===== src/rtl/alp_pkg.sv =====
// ---------------------------------------------------------------------------
// alp_pkg
// Shared definitions for the ALP data-path slice control logic.
//   - ALU function codes driven on alu_h.
//   - Step sequencer state encoding.
// ---------------------------------------------------------------------------
package alp_pkg;

    // ALU function codes
    localparam logic [3:0] ALU_SUB     = 4'b0000;
    localparam logic [3:0] ALU_SUB_BCD = 4'b0001;
    localparam logic [3:0] ALU_SUB_SR  = 4'b0010;
    localparam logic [3:0] ALU_SUB_SL  = 4'b0011;
    localparam logic [3:0] ALU_ADD     = 4'b0100;
    localparam logic [3:0] ALU_ADD_BCD = 4'b0101;
    localparam logic [3:0] ALU_ADD_SR  = 4'b0110;
    localparam logic [3:0] ALU_ADD_SL  = 4'b0111;
    localparam logic [3:0] ALU_AND     = 4'b1000;
    localparam logic [3:0] ALU_OR      = 4'b1001;
    localparam logic [3:0] ALU_AND_SR  = 4'b1010;
    localparam logic [3:0] ALU_AND_SL  = 4'b1011;
    localparam logic [3:0] ALU_SUB_BA  = 4'b1100;
    localparam logic [3:0] ALU_XOR     = 4'b1101;
    localparam logic [3:0] ALU_ANDNOT  = 4'b1110;
    localparam logic [3:0] ALU_NOTAND  = 4'b1111;

    // Sequencer states
    typedef enum logic [2:0] {
        ST_IDLE  = 3'd0,
        ST_MSTEP = 3'd1,
        ST_DSTEP = 3'd2,
        ST_DFIX  = 3'd3,
        ST_DONE  = 3'd4
    } state_e;

endpackage


===== src/rtl/alp_muldiv_opsel.sv =====
// ---------------------------------------------------------------------------
// alp_muldiv_opsel
// Combinational decode of sequencer state, step count and slice status into
// the per-cycle ALU control word. Stall gating is applied by the parent.
// Ports:
//   state       in   current sequencer state
//   cnt         in   current step index
//   q_lsb_h     in   multiplier bit in Q LSB (selects add / skip)
//   alu_sign_h  in   sign of previous ALU result (steers add/sub in divide)
//   alu_h       out  ALU function code
//   pass_a_h    out  pass-A qualifier
//   b_zero_h    out  zero the B operand
//   q_shift_h   out  shift Q this cycle
//   q_bit_h     out  bit shifted into Q
// ---------------------------------------------------------------------------
module alp_muldiv_opsel
    import alp_pkg::*;
#(
    parameter int CW = 6
) (
    input  state_e          state,
    input  logic [CW-1:0]   cnt,
    input  logic            q_lsb_h,
    input  logic            alu_sign_h,
    output logic [3:0]      alu_h,
    output logic            pass_a_h,
    output logic            b_zero_h,
    output logic            q_shift_h,
    output logic            q_bit_h
);

    always_comb begin
        // NOTE: every output gets a default first, so no path through the
        // case below can leave a value unassigned and infer a latch.
        alu_h     = ALU_OR;
        pass_a_h  = 1'b1;
        b_zero_h  = 1'b0;
        q_shift_h = 1'b0;
        q_bit_h   = 1'b0;

        case (state)
            ST_MSTEP: begin
                // Shift-and-add: add B only when the multiplier bit is 1.
                alu_h     = ALU_ADD_SR;
                pass_a_h  = 1'b0;
                b_zero_h  = ~q_lsb_h;
                q_shift_h = 1'b1;
            end
            ST_DSTEP: begin
                pass_a_h = 1'b0;
                if (cnt == '0) begin
                    // First step always subtracts; no quotient bit exists yet.
                    alu_h = ALU_SUB_SL;
                end else begin
                    // Non-restoring: a negative partial remainder is added back
                    // on the next step instead of being restored.
                    alu_h     = alu_sign_h ? ALU_ADD_SL : ALU_SUB_SL;
                    q_shift_h = 1'b1;
                    q_bit_h   = ~alu_sign_h;
                end
            end
            ST_DFIX: begin
                // Final quotient bit, plus remainder restore if it went negative.
                q_shift_h = 1'b1;
                q_bit_h   = ~alu_sign_h;
                if (alu_sign_h) begin
                    alu_h    = ALU_ADD;
                    pass_a_h = 1'b0;
                end
            end
            default: ; // IDLE and DONE pass A unchanged
        endcase
    end

endmodule


===== src/rtl/alp_muldiv_seq.sv =====
// ---------------------------------------------------------------------------
// alp_muldiv_seq
// Multi-cycle step sequencer for unsigned shift-and-add multiply and
// non-restoring divide on the ALP data-path slice.
// Ports:
//   clk_h       in   clock, rising edge
//   reset_h     in   asynchronous active-high reset
//   start_h     in   start request (sampled in IDLE only)
//   op_div_h    in   0 = multiply, 1 = divide (sampled with start_h)
//   stall_h     in   freeze the sequencer this cycle
//   abort_h     in   abandon operation, return to IDLE
//   q_lsb_h     in   multiplier bit in Q LSB
//   alu_sign_h  in   sign of previous ALU result
//   alu_h       out  ALU function code
//   bcd_op_l    out  BCD select (active low, tied inactive)
//   pass_a_h    out  pass-A qualifier
//   b_zero_h    out  zero the B operand
//   q_shift_h   out  shift Q this cycle
//   q_bit_h     out  bit shifted into Q
//   busy_h      out  operation in progress
//   done_h      out  one-cycle completion pulse
// ---------------------------------------------------------------------------
module alp_muldiv_seq
    import alp_pkg::*;
#(
    parameter int STEPS = 32,
    parameter int CW    = 6
) (
    input  logic        clk_h,
    input  logic        reset_h,
    input  logic        start_h,
    input  logic        op_div_h,
    input  logic        stall_h,
    input  logic        abort_h,
    input  logic        q_lsb_h,
    input  logic        alu_sign_h,
    output logic [3:0]  alu_h,
    output logic        bcd_op_l,
    output logic        pass_a_h,
    output logic        b_zero_h,
    output logic        q_shift_h,
    output logic        q_bit_h,
    output logic        busy_h,
    output logic        done_h
);

    state_e          state;
    logic [CW-1:0]   cnt;
    logic [3:0]      alu_hold;
    logic            pass_hold;

    logic [3:0]      dec_alu;
    logic            dec_pass;
    logic            dec_shift;
    logic            stalled;
    logic            last_step;

    alp_muldiv_opsel #(.CW(CW)) u_opsel (
        .state      (state),
        .cnt        (cnt),
        .q_lsb_h    (q_lsb_h),
        .alu_sign_h (alu_sign_h),
        .alu_h      (dec_alu),
        .pass_a_h   (dec_pass),
        .b_zero_h   (b_zero_h),
        .q_shift_h  (dec_shift),
        .q_bit_h    (q_bit_h)
    );

    assign stalled   = stall_h && (state != ST_IDLE);
    assign last_step = (cnt == CW'(STEPS - 1));

    // A stalled cycle repeats the previous function so the slice sees a
    // stable control word; Q must not move while frozen.
    assign alu_h     = stalled ? alu_hold  : dec_alu;
    assign pass_a_h  = stalled ? pass_hold : dec_pass;
    assign q_shift_h = dec_shift & ~stalled;
    assign bcd_op_l  = 1'b1;
    assign busy_h    = (state != ST_IDLE);
    assign done_h    = (state == ST_DONE) && !stall_h;

    // NOTE: sequential state uses non-blocking assignments only, so every
    // register samples pre-edge values regardless of statement order.
    always_ff @(posedge clk_h or posedge reset_h) begin
        if (reset_h) begin
            state     <= ST_IDLE;
            cnt       <= '0;
            alu_hold  <= ALU_OR;
            pass_hold <= 1'b1;
        end else begin
            alu_hold  <= alu_h;
            pass_hold <= pass_a_h;

            if (abort_h) begin
                state <= ST_IDLE;
                cnt   <= '0;
            end else begin
                case (state)
                    ST_IDLE: begin
                        if (start_h) begin
                            state <= op_div_h ? ST_DSTEP : ST_MSTEP;
                            cnt   <= '0;
                        end
                    end
                    ST_MSTEP: begin
                        if (!stall_h) begin
                            if (last_step) begin
                                state <= ST_DONE;
                                cnt   <= '0;
                            end else begin
                                cnt <= cnt + 1'b1;
                            end
                        end
                    end
                    ST_DSTEP: begin
                        if (!stall_h) begin
                            if (last_step) begin
                                state <= ST_DFIX;
                                cnt   <= '0;
                            end else begin
                                cnt <= cnt + 1'b1;
                            end
                        end
                    end
                    ST_DFIX: begin
                        if (!stall_h) state <= ST_DONE;
                    end
                    ST_DONE: begin
                        if (!stall_h) state <= ST_IDLE;
                    end
                    default: begin
                        state <= ST_IDLE;
                        cnt   <= '0;
                    end
                endcase
            end
        end
    end

endmodule

===== config.mk =====
export PLATFORM = sky130hd
export DESIGN_NAME = alp_muldiv_seq
export DESIGN_NICKNAME = d
export VERILOG_FILES = /design/src/rtl/alp_pkg.sv /design/src/rtl/alp_muldiv_opsel.sv /design/src/rtl/alp_muldiv_seq.sv
export SDC_FILE = /design/constraint.sdc
export NUM_CORES = 1
export LEC_CHECK = 0
export ABC_CLOCK_PERIOD_IN_PS = 2000
export CAP_MARGIN = 20
export CELL_PAD_IN_SITES_DETAIL_PLACEMENT = 0
export CELL_PAD_IN_SITES_GLOBAL_PLACEMENT = 1
export CORE_AREA = 2 2 54 56
export DETAILED_ROUTE_END_ITERATION = 12
export DIE_AREA = 0 0 56 58
export GPL_TIMING_DRIVEN = 0
export PLACE_DENSITY = 0.72
export SETUP_SLACK_MARGIN = 0.3
export SYNTH_ARGS = -nofsm -noshare
export SYNTH_HDL_FRONTEND = slang
export SYNTH_SLANG_ARGS = --single-unit

===== constraint.sdc =====
create_clock -name clk_h -period 2 [get_ports clk_h]
set_clock_uncertainty 0.05 [all_clocks]
set_input_delay 0.6 -clock clk_h [delete_from_list [all_inputs] [get_ports clk_h]]
set_output_delay 0.6 -clock clk_h [all_outputs]
set_load 0.05 [all_outputs]

; ---- Yosys cells after proc, flatten, opt, wreduce, memory -nomap -nowiden
; Cells that the tools add are included.
[totals]
in_bits = 8
register_bits = 14
out_inout_bits = 11
[classes]
n_reduce_logical = 11
bitwise = 4
muxes = 28
n_eq_ne = 14
n_addsub = 1
[op_table]
columns = op, n
row1 = $mux W3, 9
row2 = $mux W6, 4
row3 = $ne A3 B3 Y1 const B, 7
row4 = $pmux W6 S3, 1
row5 = $pmux W3 S5, 1
row6 = $mux W4, 3
row7 = $pmux W4 S3, 1
row8 = $reduce_and A7 Y1, 1
row9 = $add A6 B1 Y6 const B, 1
row10 = $eq A3 B2 Y1 const B, 2
row11 = $eq A6 B5 Y1 const B, 1
row12 = $logic_not A6 Y1, 1
row13 = $pmux W1 S2, 3
row14 = $reduce_or A2 Y1, 3
row15 = $mux W1, 5
row16 = $eq A3 B1 Y1 const B, 1
row17 = $eq A3 B3 Y1 const B, 1
row18 = $logic_not A3 Y1, 1
row19 = $ne A3 B2 Y1 const B, 1
row20 = $not A1 Y1, 3
row21 = $reduce_and A3 Y1, 1
row22 = $reduce_bool A3 Y1, 1
row23 = $logic_and A1 B1 Y1, 2
row24 = $mux W2, 1
row25 = other kinds (3), 3

; ---- Depth between registers and ports, before layout
; Gate-level depths: netlist (run 1).
[logic_depth]
word_depth = 5
ltp_mapped = 5
ltp_nobuf = 5

; ---- Cells and area by module
; Synthesis (run 1) repeated with hierarchy kept, for this count alone.
[hier_totals]
hier_cells = 97
area_unflattened_um2 = 954.7
[by_module_without_submodules]
columns = module, area_per_inst_um2, cells_each, instances
row1 = alp_muldiv_seq, 833.3, 82, 1
row2 = alp_muldiv_opsel, 121.4, 15, 1

; ---- Worst setup path after synthesis (run 1)
; OpenSTA, ideal clock, no wires.
[synth_path]
kind = register to output
from = reg state[2]
to = out done_h
t_arrival_ps = 2402
path_stages_with_launch = 4
setup_slack_ps = -1052
cell_sequence = dfrtp_1 > clkbuf_1 > inv_1 > nor4_1
[synth_between]
elab_chain_cells = 2
[synth_rtl]
columns = element, line
row1 = from (decl), alp_muldiv_seq.sv:47  ; state_e state;
row2 = from (signal assigned), alp_muldiv_seq.sv:101  ; state <= op_div_h ? ST_DSTEP : ST_MSTEP;
row3 = $eq A3 B3 Y1, alp_muldiv_seq.sv:80  ; assign done_h = (state == ST_DONE) && !stall_h;
row4 = $logic_and A1 B1 Y1, alp_muldiv_seq.sv:80
row5 = to (decl), alp_muldiv_seq.sv:44  ; output logic done_h
; No other way between the ends.

; ---- Worst setup path after layout (run 1)
[layout_path]
from = reg state[0]
to = out alu_h[2]
[layout_between]
elab_chain_cells = 3
word_cells_on_any_way = 7
classes_between = eq/ne (3) / mux (2) / reduce/logical (2)
[layout_rtl]
columns = element, line
row1 = $eq A3 B2 Y1 (tied with other cells), alp_muldiv_opsel.sv:41  ; case (state)
row2 = $pmux W4 S3 / $logic_and A1 B1 Y1 (equally long branches), "alp_muldiv_opsel.sv:41, alp_muldiv_seq.sv:70"
row3 = $mux W4 *, alp_muldiv_seq.sv:75  ; assign alu_h = stalled ? alu_hold : dec_alu;
row4 = to (decl), alp_muldiv_seq.sv:37  ; output logic [3:0] alu_h,
; Mark *: on every way between the ends. The rest lies on a longest branch, timed or not.

==> results of run 1 <==
## critical path, cell delays in order (launching register included)
cell and delay, ns:
dfrtp_1 0.40, buf_6 0.14, inv_4 0.03, or3_4 0.43, a31oi_4 0.17, buf_6 0.18
## flip-flops by register name (all words and copies together) (netlist names)
signal / flops
alu_hold: 4
state: 3
cnt: 6
pass_hold: 1
## layout make-up
class / instances / area [µm²]
Clock buffer: 4 / 26.3
Fill cell: 208 / 895
Timing Repair Buffer: 48 / 448
Inverter: 8 / 38.8
Tap cell: 31 / 38.8
Buffer: 5 / 60.1
Multi-Input combinational cell: 76 / 800
Sequential cell: 14 / 357
## Yosys cell counts, drive strengths merged
library cell,count
dfstp,3
mux2,1
nor3b,2
inv,8
buf,3
o22ai,1
o2bb2ai,3
dfrtp,11
nor2,10
ha,2
nand4,1
nor4,2
nor3,4
nor2b,3
a211oi,1
xnor2,1
a21oi,5
o21ai,3
o21a,2
o31ai,1
or3,4
clkbuf,2
mux2i,3
o21bai,1
a31oi,2
or3b,1
a221o,1
nand2,8
conb,1
or2,1
a32oi,1
nand3,4
o22a,1
a22o,4
and4bb,1
nor4b,1
## per-stage QoR
stage,setup TNS [ns],hold WS [ns],instances
floorplan,-0.145,0.437,103
global route,-2.54,0.479,186
CTS,-2.07,0.476,178
global placement,-10.82,0.447,151
finish,-1.90,0.470,186
detailed placement,-11.12,0.449,151
## cells by family (layout without fill, tap and decap cells)
kind of cell,Yosys count,after routing,share of synthesized area (%)
other,1,1,0.382
AO/OA/AOI/OAI,26,26,25.5
buffers and inverters,13,65,6.24
adder cells (fa/ha/maj),2,2,2.55
AND/OR/NAND/NOR,42,42,23.8
multiplexers,4,4,4.59
flip-flops,14,14,36.1
XOR/XNOR,1,1,0.892
## power by group through the flow
stage / clock, µW / combinational [µW] / sequential, µW
6_report: 179 / 2460 / 444
5_1_grt: 196 / 2570 / 455
4_1_cts: 181 / 2170 / 437
3_5_place_dp: 0 / 1660 / 472
3_3_place_gp: 0 / 1650 / 469
2_1_floorplan: 0 / 1320 / 456
## layout by cell type (no fill, tap or decap), types with 2 or more instances in the layout
master,instances
nor3_2,2
or3_4,2
dlygate4sd2_1,2
dfrtp_1,9
a21oi_4,4
dfstp_2,3
nor2b_1,2
nor2_4,4
mux2i_1,3
clkbuf_4,3
o2bb2ai_1,2
nor2_1,6
buf_8,8
inv_4,2
dfrtp_2,2
inv_1,5
clkdlybuf4s50_1,3
or3_1,2
nand2_2,2
buf_4,26
nand3_1,3
nand2_1,4
buf_6,12
a31oi_4,2
a22o_1,4
## metal layers
metal | track usage (%) | share of wire (%) | up-vias
li1 | - | - | 474
met1 | 23.6 | 44 | 484
met2 | 29.7 | 52 | 16
met3 | 4.69 | 3.6 | 3
met4 | 1.70 | 0.46 | 0
met5 | 0 | 0 | -
## worst min path at each step
stage                                startpoint                     to  cells past startpoint
after floorplan                         reset_h  alu_hold[1]$_DFF_PP0_                      1
after global placement    alu_hold[3]$_DFF_PP1_  alu_hold[3]$_DFF_PP1_                      2
after detailed placement  alu_hold[3]$_DFF_PP1_  alu_hold[3]$_DFF_PP1_                      2
after CTS                 alu_hold[3]$_DFF_PP1_  alu_hold[3]$_DFF_PP1_                      2
after global routing      alu_hold[3]$_DFF_PP1_  alu_hold[3]$_DFF_PP1_                      2
final                     alu_hold[3]$_DFF_PP1_  alu_hold[3]$_DFF_PP1_                      2
## timing repair
item / CTS / global route
setup buffers: 23 / 8
setup endpoints to repair: 20 / 18
pin swaps: 16 / 18
resized for setup: 103 / 21
==> out/qor.log, run 1 <==
INFO  grt            gr-total-overflow=0
INFO  cts            clock_sink_count=14
INFO  grt            grtUsageTotal=17.6%
INFO  cts            cts.clk_slew.worst_paths=0.09ns
INFO  floorplanning  die_area=3250µm²
INFO  setup_path     timing.reg2reg.setup_slack=0.27ns
INFO  synth          synth.avg_cell_area=9.54µm²
INFO  grt            global_route_wire_length_before_repair=4450µm
INFO  cts            cts_hold_buffers=0
INFO  detailed_routing antenna_left=0
INFO  grt            grt_max_degree=15
INFO  synth          synth_cells=103
INFO  placed_design  globalplace.congestion=0.707
INFO  detailed_routing routed_wirelength=2850µm
INFO  synth          synthesis.nets=113
INFO  setup_path     r2r-start=state[0]$_DFFE_PP0P_
INFO  placed_design  buffer_ports.inserted=17
INFO  timing         timing_hold_violations_final=0
INFO  floorplanning  num_rows=19
INFO  timing         layout_setup_ws=-0.293ns
INFO  timing         setup_viol_count_final=9
INFO  detailed_routing vias_per_cell=5.25
INFO  power_and_ir_drop switchingPower=1450µW
INFO  timing         fmax=0.436GHz
INFO  grt            grt_antenna_before_repair=0
INFO  setup_path     critical_path_arrival=1.64ns
INFO  detailed_routing route.detailed.wl_per_inst=15.3µm
INFO  detailed_routing drtIter0Drc=16
INFO  placed_design  post-place-ws=-1.26ns
INFO  setup_path     critical_path_required=1.35ns
INFO  synth          synth.ff_latch_count=14
INFO  finish         post_route_cells_drive_above_1_share=63.2%
INFO  floorplanning  boundaryPins=19
INFO  power_and_ir_drop p_seq_share=14.4%
INFO  power_and_ir_drop internal_power=1630µW
INFO  power_and_ir_drop switching_share=47.0%
INFO  timing         relSlewSlack=62.9%
INFO  finish         synthToLayoutAreaGrowth=80.0%
INFO  timing         max_slew.worst_pin.slew=0.556ns
INFO  floorplanning  fp.coreArea=2660µm²
INFO  synth          synth_top_area_cell=dfrtp_1
INFO  placed_design  dpl.hpwl=1660µm
INFO  setup_path     regToRegEndpoint=state[1]$_DFFE_PP0P_
INFO  timing         period_share=115%
INFO  timing         finalCriticalPeriod=2.29ns
INFO  power_and_ir_drop p_per_area=1740nW/µm²
INFO  power_and_ir_drop share_comb_of_total_power=79.8%
INFO  synth          synth_area_leaders=dfrtp_1 (28%), dfstp_2 (8.0%), nor2_1 (3.8%), a22o_1 (3.6%), a21oi_4 (3.3%)
INFO  detailed_routing dr_total_vias=977
INFO  synth          synth_warnings=0
INFO  finish         antenna-diode-count=0
INFO  setup_path     critical_path_class=reg -> out
INFO  cts            cts_tree=built
INFO  floorplanning  initial_utilization=36.9%
INFO  run            drv_cap=0
INFO  timing         grt_setup_unrepaired=yes
INFO  run_status     failing_checks=negative setup slack
INFO  synth          synth_area=982µm²
INFO  synth          post_synth_num_cell_types=44
INFO  detailed_routing post-route-drc-count=0
INFO  setup_path     maximum_fanout_count_along_the_critical_path=3
INFO  detailed_routing first_pass_iters=4
INFO  grt            grt_pass1_vias=936
INFO  finish         nNetsFinal=166
INFO  worst_hold_path class_of_the_tightest_hold_or_removal_check=reg -> reg
INFO  setup_path     worstRegToRegCells=6
INFO  finish         fin_area=1770µm²
INFO  floorplanning  die_height=58µm
INFO  cts            clock_insertion_delay_worst_skew=0.29ns
INFO  setup_path     startpoint_type=flop
INFO  synth          yosysSeqAreaShare=36.1%
INFO  setup_path     worst_setup_path_end=alu_h[2]
INFO  timing         final-max-slew-violation-count=0
INFO  finish         final_core_util=66.4%
INFO  power_and_ir_drop total_leakage_power=0.000737µW
INFO  cts            cts-buffers-inserted=3
INFO  setup_path     setup.worst_path.start=state[0]$_DFFE_PP0P_
INFO  power_and_ir_drop vdd.ir_drop.worst=1.42mV
INFO  synth          yosys.area.top_type_share=28.0%
INFO  cts            cts_root_buffer=clkbuf_4
INFO  run_status     result_of_the_run=finished with violations
INFO  power_and_ir_drop clock_power_share=5.8%
INFO  cts            max-clock-path-buffers=2
INFO  placed_design  detailed_place.area=1320µm²
INFO  floorplanning  die_w=56µm
INFO  cts            cts.htree.levels=1
INFO  setup_path     endpoint_kind=primary output
INFO  power_and_ir_drop total_power=3080µW
Note: power is estimated with default switching activity, not from simulation.
==> inputs of run 2 (changes only) <==
GPL_ROUTABILITY_DRIVEN = 0   (was not set)
==> results of run 2 <==
The final DEF is identical to that of run 1; final timing and power are the same.
